### config.mk
export PLATFORM = sky130hd
export DESIGN_NAME = load_store_unit
export DESIGN_NICKNAME = d
export VERILOG_FILES = /design/src/rtl/control_types_pkg.sv /design/src/rtl/lsu_load_align.sv /design/src/rtl/load_store_unit.sv
export SDC_FILE = /design/constraint.sdc
export NUM_CORES = 1
export LEC_CHECK = 0
export ABC_CLOCK_PERIOD_IN_PS = 5400
export CAP_MARGIN = 25
export CORE_MARGIN = 8
export CORE_UTILIZATION = 30
export DETAILED_ROUTE_END_ITERATION = 16
export PLACE_DENSITY = 0.56
export SYNTH_ARGS = -nofsm -noshare
export SYNTH_HDL_FRONTEND = slang
export SYNTH_SLANG_ARGS = --single-unit
### constraint.sdc
create_clock -name clk -period 5.4 [get_ports clk]
set_input_delay 0.54 -clock clk [delete_from_list [all_inputs] [get_ports clk]]
set_output_delay 0.54 -clock clk [all_outputs]
set_load 0.05 [all_outputs]
### src/rtl/control_types_pkg.sv
// Shared control types for the MEM stage: memory operation codes, the
// load/store unit state encoding and byte-lane helper functions.
package control_types_pkg;

    typedef enum logic [3:0] {
        MEM_NOP = 4'd0,
        MEM_LB,
        MEM_LBU,
        MEM_LH,
        MEM_LHU,
        MEM_LW,
        MEM_SB,
        MEM_SH,
        MEM_SW
    } mem_op_t;

    typedef enum logic [1:0] {
        IDLE  = 2'd0,
        BEAT0 = 2'd1,
        BEAT1 = 2'd2,
        DONE  = 2'd3
    } lsu_state_t;

    // Number of bytes moved by an operation (0 for MEM_NOP).
    function automatic logic [2:0] op_size(input mem_op_t op);
        case (op)
            MEM_LB, MEM_LBU, MEM_SB: return 3'd1;
            MEM_LH, MEM_LHU, MEM_SH: return 3'd2;
            MEM_LW, MEM_SW:          return 3'd4;
            default:                 return 3'd0;
        endcase
    endfunction

    function automatic logic is_store(input mem_op_t op);
        return (op == MEM_SB) || (op == MEM_SH) || (op == MEM_SW);
    endfunction

    function automatic logic is_load(input mem_op_t op);
        return (op == MEM_LB) || (op == MEM_LBU) || (op == MEM_LH) ||
               (op == MEM_LHU) || (op == MEM_LW);
    endfunction

    // True when the access crosses into the next word (off + size > 4).
    function automatic logic spans_words(input mem_op_t op, input logic [1:0] off);
        return ({2'b00, off} + {1'b0, op_size(op)}) > 4'd4;
    endfunction

    // Byte enables over two consecutive words: low nibble = first beat.
    function automatic logic [7:0] lane_mask(input mem_op_t op, input logic [1:0] off);
        logic [7:0] m;
        case (op_size(op))
            3'd1:    m = 8'h01;
            3'd2:    m = 8'h03;
            3'd4:    m = 8'h0F;
            default: m = 8'h00;
        endcase
        return m << off;
    endfunction

    // Store data placed on its byte lanes over two words; loads carry no data.
    function automatic logic [63:0] lane_data(input mem_op_t op, input logic [1:0] off,
                                              input logic [31:0] data);
        logic [63:0] d;
        case (op)
            MEM_SB:  d = {56'b0, data[7:0]};
            MEM_SH:  d = {48'b0, data[15:0]};
            MEM_SW:  d = {32'b0, data};
            default: d = 64'b0;
        endcase
        return d << {off, 3'b000};
    endfunction

endpackage

### src/rtl/lsu_load_align.sv
// Selects the addressed bytes from the two-word read buffer and applies
// sign or zero extension according to the load operation.
module lsu_load_align
    import control_types_pkg::*;
(
    input  logic [55:0] rbuf,
    input  logic [1:0]  off,
    input  mem_op_t     op,
    output logic [31:0] rdata
);

    logic [31:0] window;

    // Shift the buffer so the first addressed byte lands in bits [7:0].
    always_comb begin
        case (off)
            2'd0:    window = rbuf[31:0];
            2'd1:    window = rbuf[39:8];
            2'd2:    window = rbuf[47:16];
            default: window = rbuf[55:24];
        endcase
    end

    // Trim to the access size and extend; non-loads yield zero.
    always_comb begin
        case (op)
            MEM_LB:  rdata = {{24{window[7]}}, window[7:0]};
            MEM_LBU: rdata = {24'b0, window[7:0]};
            MEM_LH:  rdata = {{16{window[15]}}, window[15:0]};
            MEM_LHU: rdata = {16'b0, window[15:0]};
            MEM_LW:  rdata = window;
            default: rdata = 32'b0;
        endcase
    end

endmodule

### src/rtl/load_store_unit.sv
// MEM-stage load/store unit: turns one pipeline access into one or two
// word-aligned bus beats (req/ready), stalls the pipeline meanwhile and
// returns the extended load result in a single DONE cycle.
//
// Bus handshake: a beat is offered while mem_req is high; mem_addr, mem_be,
// mem_wdata and mem_we stay constant until the cycle mem_ready is sampled
// high, which completes the beat and (for reads) delivers mem_rdata.
module load_store_unit
    import control_types_pkg::*;
#(
    parameter bit ALLOW_MISALIGNED = 1'b1
) (
    input  logic        clk,
    input  logic        rst,
    input  logic        req_valid,
    input  mem_op_t     mem_ctrl,
    input  logic [31:0] addr,
    input  logic [31:0] wdata,
    output logic        stall,
    output logic [31:0] rdata,
    output logic        rdata_valid,
    output logic        misaligned_err,
    output logic        mem_req,
    output logic        mem_we,
    output logic [31:0] mem_addr,
    output logic [3:0]  mem_be,
    output logic [31:0] mem_wdata,
    input  logic        mem_ready,
    input  logic [31:0] mem_rdata,
    output lsu_state_t  dbg_state
);

    lsu_state_t  state;
    mem_op_t     op_q;
    logic [1:0]  off_q;
    logic        span_q;
    logic [3:0]  be_hi_q;
    logic [31:0] wd_hi_q;
    // The top byte of the second word can never be selected (off <= 3,
    // size <= 4), so the buffer holds only 7 bytes.
    logic [55:0] rbuf;

    logic        accept;
    logic        reject;
    logic [7:0]  in_be;
    logic [63:0] in_wd;
    logic [55:0] rbuf_next;
    logic [31:0] load_data;

    assign accept    = req_valid && (mem_ctrl != MEM_NOP);
    assign reject    = !ALLOW_MISALIGNED && spans_words(mem_ctrl, addr[1:0]);
    assign in_be     = lane_mask(mem_ctrl, addr[1:0]);
    assign in_wd     = lane_data(mem_ctrl, addr[1:0], wdata);
    assign stall     = !rst && accept && (state != DONE);
    assign dbg_state = state;

    // Read buffer as it will look once the current beat completes, so the
    // final beat's data can feed the aligner in the same cycle.
    always_comb begin
        rbuf_next = rbuf;
        if (state == BEAT0) begin
            rbuf_next[31:0] = mem_rdata;
        end else if (state == BEAT1) begin
            rbuf_next[55:32] = mem_rdata[23:0];
        end
    end

    lsu_load_align u_align (
        .rbuf  (rbuf_next),
        .off   (off_q),
        .op    (op_q),
        .rdata (load_data)
    );

    // Access sequencer: IDLE -> BEAT0 [-> BEAT1] -> DONE -> IDLE, registered outputs.
    always_ff @(posedge clk) begin
        if (rst) begin
            state          <= IDLE;
            op_q           <= MEM_NOP;
            off_q          <= 2'b00;
            span_q         <= 1'b0;
            be_hi_q        <= 4'b0;
            wd_hi_q        <= 32'b0;
            rbuf           <= 56'b0;
            mem_req        <= 1'b0;
            mem_we         <= 1'b0;
            mem_addr       <= 32'b0;
            mem_be         <= 4'b0;
            mem_wdata      <= 32'b0;
            rdata          <= 32'b0;
            rdata_valid    <= 1'b0;
            misaligned_err <= 1'b0;
        end else begin
            rdata_valid    <= 1'b0;
            misaligned_err <= 1'b0;
            case (state)
                IDLE: begin
                    if (accept) begin
                        op_q    <= mem_ctrl;
                        off_q   <= addr[1:0];
                        span_q  <= spans_words(mem_ctrl, addr[1:0]);
                        be_hi_q <= in_be[7:4];
                        wd_hi_q <= in_wd[63:32];
                        if (reject) begin
                            state          <= DONE;
                            misaligned_err <= 1'b1;
                        end else begin
                            state     <= BEAT0;
                            mem_req   <= 1'b1;
                            mem_we    <= is_store(mem_ctrl);
                            mem_addr  <= {addr[31:2], 2'b00};
                            mem_be    <= in_be[3:0];
                            mem_wdata <= in_wd[31:0];
                        end
                    end
                end
                BEAT0, BEAT1: begin
                    if (mem_ready) begin
                        rbuf <= rbuf_next;
                        if ((state == BEAT0) && span_q) begin
                            state     <= BEAT1;
                            mem_addr  <= mem_addr + 32'd4;
                            mem_be    <= be_hi_q;
                            mem_wdata <= wd_hi_q;
                        end else begin
                            state     <= DONE;
                            mem_req   <= 1'b0;
                            mem_we    <= 1'b0;
                            mem_addr  <= 32'b0;
                            mem_be    <= 4'b0;
                            mem_wdata <= 32'b0;
                            if (is_load(op_q)) begin
                                rdata       <= load_data;
                                rdata_valid <= 1'b1;
                            end
                        end
                    end
                end
                DONE: begin
                    state <= IDLE;
                    rdata <= 32'b0;
                end
                default: state <= IDLE;
            endcase
        end
    end

endmodule
==> flow_summary.ini <==
[min_path]
min_delay_worst_endpoint = rbuf[35]
worstHoldStart = rbuf[35]
timing.hold.worst_path_depth = 2
hold_path_class = flop to flop

[critical_path]
path_buf_inv = 1
ff2ff_path_depth = 7
r2r-start = dbg_state[0]
slowest_delay_ns = 0.86
arrival_ns = 3.89
timing.critical_path.max_delay_family = simple AND/OR/NAND/NOR gates
cp_data_required_time_ns = 5.77
flop_to_flop_setup_slack_ns = 1.88
worst_setup_path_start_kind = flop
critical_path.max_fanout = 20
worstSetupPathType = flop to flop
setup.worst_path.end_class = flop
crit_path_top_delay_cell = sky130_fd_sc_hd__nor4b_4
worst_reg2reg_endpoint = rdata[31]
path_cells = inv_1, ha_1, nand2_2, nor4b_4, nand2_2, nor4b_4, a221o_1

[timing]
timing.final.crit_share_pct = 65.1
timing.clock.skew_ns = 0.0115
maxSlewViolCount = 0
maxSlewHeadroom_pct = 25.2
timing.fmax_mhz = 284
hold_viol_final = 0
finalCriticalPeriod_ns = 3.52
timing.setup.tns_ns = 0
timing.final.setup_violations = 0
tightestPinTransition_ns = 1.11
grt_setup_unrepaired = no

[floorplanning]
design.die.area_um2 = 39700
fp-row-count = 67
io_pins = 211
design.core.area_um2 = 33300
floorplan.initialDensity_pct = 30.2
die_w_um = 199
die_y_extent_um = 199

[synth]
syn_area_um2 = 10100
synth_largest_area_cell = sky130_fd_sc_hd__dfxtp_1
number_of_library_cell_types_mapped_by_synthesis = 78
yosys_register_bits = 193
post_synth_main_area_contributors = sky130_fd_sc_hd__dfxtp_1, sky130_fd_sc_hd__nand2_1, sky130_fd_sc_hd__nor2_1
proportion_of_synthesized_chip_area_in_sequential_cells_pct = 38.4
synthDominantCellAreaShare_pct = 38.4
async_reset_ff_share_pct = 0
yosys-top-cells-count = sky130_fd_sc_hd__dfxtp_1, sky130_fd_sc_hd__nand2_1, sky130_fd_sc_hd__nor2_1
synth_cells = 1200
yosys.cell_count.top_type = sky130_fd_sc_hd__dfxtp_1
synthesis.yosys.warnings = 0
synth_area_per_cell_um2 = 8.39
post_synth_edffs = 0
synth_ff_type = sky130_fd_sc_hd__dfxtp_1

[power]
power.density_cell_area_nw_per_um2 = 327
worst_ir_drop_vdd_v = 0.000217
power_leakage_nw = 4.43

[cts]
clock_pin_slew_of_the_registers_on_the_worst_case_setup_and_hold_paths_ns = 0.07
cts.sink_count = 193
ctsHoldBuffers = 0
root_cell_of_the_clock_tree = sky130_fd_sc_hd__clkbuf_16
post_cts_buffers = 0
clock_tree_from_tritoncts = done
cts.htree.levels = 4
cts_inserted_buffers = 17
cts_max_path_buffers = 2
number_of_cells_upsized_or_downsized_after_cts = 0
clk_latency_ns = 0.43

[global_routing]
global_route_wire_length_before_repair_um = 55600
grt_overflow_total = 0
largest_net_degree_at_the_start_of_global_routing = 73
globalRouteTotalUtil_pct = 17.9
number_of_antenna_violations_at_the_first_check_in_global_routing = 4
number_of_global_route_vias_before_repair = 9119

[outcome]
run_status = complete, no violations

[route]
route.antenna.remaining_nets = 0
drt-vias-per-instance = 5.36
average_wire_length_per_cell_after_detail_routing_um = 20.3
drt_pre_antenna_iters = 5
vias = 9678
drc_errors = 0
routed_wl_um = 36700
drt-initial-drc-count = 859

[finish]
finish.cell_count_without_fillers = 1807
flow.area_growth_from_synthesis_pct = 28.9
layout-drive-gt1-share_pct = 8.55
final_nets = 1462

[job]
drv.max_cap_violation_count = 0

[place]
placement.io_buffers = 207
placedCellCount = 1772
place_congestion = 0.949
placed_wire_length_estimate_after_detailed_placement_um = 26300
-- state kept, by name, summed over array words and instances, names as in the netlist, 2 cells and up --
register / flops
be_hi_q: 3
dbg_state: 2
mem_addr: 30
mem_be: 4
mem_wdata: 32
off_q: 2
op_q: 4
rbuf: 56
rdata: 32
wd_hi_q: 24
-- layer usage --
layer / vias up / routed length, um / track usage, %
met5: - / 22 / 0
met3: 52 / 2720 / 4.68
li1: 4690 / - / -
met1: 4610 / 16900 / 24.4
met2: 322 / 16300 / 26.9
met4: 4 / 851 / 6.01
-- how the worst max path moves through the flow --
stage                 start           end  slack, ns  cells after the start
2_1_floorplan  dbg_state[0]     rdata[29]       2.61                     10
3_3_place_gp    mem_ctrl[0]  mem_addr[28]       1.83                      7
3_5_place_dp    mem_ctrl[0]  mem_addr[11]       1.75                      8
4_1_cts        dbg_state[0]     rdata[31]       1.87                      7
5_1_grt        dbg_state[0]     rdata[18]       1.60                      7
6_report       dbg_state[0]     rdata[31]       1.88                      7
-- metrics by stage --
step	worst slack (ns)	power [mW]	util, %	hold WS [ns]	instance area, um^2
3_5_place_dp	1.75	3.01	37.2	0.446	12400
5_1_grt	1.60	4.43	39.0	0.471	13000
4_1_cts	1.87	4.26	38.8	0.455	12900
3_3_place_gp	1.83	3.00	37.1	0.439	12400
6_report	1.88	4.25	39.0	0.455	13000
2_1_floorplan	2.61	2.54	-	0.432	10100
-- logic make-up (layout without fill, tap and decap cells) --
family / Yosys count / in the layout / share of synthesized area [%]
simple gates: 453 / 453 / 21.5
compound gates: 341 / 341 / 23.5
flops: 193 / 193 / 38.4
buf+inv: 111 / 266 / 4.68
mux: 76 / 76 / 9.13
xor+xnor: 13 / 13 / 1.13
fa+ha+maj: 12 / 12 / 1.57
other cells: 1 / 5 / 0.0373
-- worst reg2reg max path: stages, from the launching register on --
cell,delay [ns]
sky130_fd_sc_hd__dfxtp_1,0.39
sky130_fd_sc_hd__inv_1,0.10
sky130_fd_sc_hd__ha_1,0.81
sky130_fd_sc_hd__nand2_2,0.35
sky130_fd_sc_hd__nor4b_4,0.41
sky130_fd_sc_hd__nand2_2,0.26
sky130_fd_sc_hd__nor4b_4,0.87
sky130_fd_sc_hd__a221o_1,0.27
-- where the power goes --
group | total [mW] | leakage, nW | internal, mW | switching, mW
Sequential | 1.63 | 1.57 | 1.54 | 0.0917
Combinational | 1.37 | 2.59 | 0.490 | 0.878
Clock | 1.25 | 0.276 | 0.699 | 0.553
Total | 4.25 | 4.43 | 2.73 | 1.52
-- layout make-up --
cell class / instances / area [um^2]
Antenna cell: 2 / 5.00
Clock buffer: 23 / 468
Clock inverter: 7 / 85.1
Fill cell: 3383 / 20300
Inverter: 17 / 63.8
Multi-Input combinational cell: 898 / 5750
Sequential cell: 193 / 3860
Tap cell: 448 / 561
Timing Repair Buffer: 219 / 2180
-- layout by cell type (no fill, tap or decap), types with 9 or more instances in the layout --
| cell type | synthesis | layout |
|---|---|---|
| sky130_fd_sc_hd__a211oi_1 | 25 | 25 |
| sky130_fd_sc_hd__a21o_1 | 11 | 11 |
| sky130_fd_sc_hd__a21oi_1 | 106 | 106 |
| sky130_fd_sc_hd__a221o_1 | 19 | 19 |
| sky130_fd_sc_hd__a221oi_1 | 22 | 22 |
| sky130_fd_sc_hd__a22o_1 | 17 | 17 |
| sky130_fd_sc_hd__a22oi_1 | 24 | 24 |
| sky130_fd_sc_hd__a31oi_1 | 12 | 12 |
| sky130_fd_sc_hd__a32oi_1 | 17 | 17 |
| sky130_fd_sc_hd__buf_4 | 7 | 9 |
| sky130_fd_sc_hd__clkbuf_16 | 0 | 17 |
| sky130_fd_sc_hd__clkdlybuf4s50_1 | 0 | 205 |
| sky130_fd_sc_hd__dfxtp_1 | 193 | 193 |
| sky130_fd_sc_hd__ha_1 | 11 | 10 |
| sky130_fd_sc_hd__inv_1 | 15 | 15 |
| sky130_fd_sc_hd__mux2_2 | 36 | 36 |
| sky130_fd_sc_hd__mux2i_1 | 31 | 31 |
| sky130_fd_sc_hd__mux4_2 | 9 | 9 |
| sky130_fd_sc_hd__nand2_1 | 163 | 163 |
| sky130_fd_sc_hd__nand3_1 | 30 | 30 |
| sky130_fd_sc_hd__nand4_1 | 12 | 12 |
| sky130_fd_sc_hd__nor2_1 | 143 | 141 |
| sky130_fd_sc_hd__nor3_1 | 27 | 27 |
| sky130_fd_sc_hd__nor4_1 | 11 | 11 |
| sky130_fd_sc_hd__o21ai_0 | 37 | 37 |
| sky130_fd_sc_hd__o2bb2ai_1 | 9 | 9 |
No activity file was read; power rests on OpenSTA's default activity.
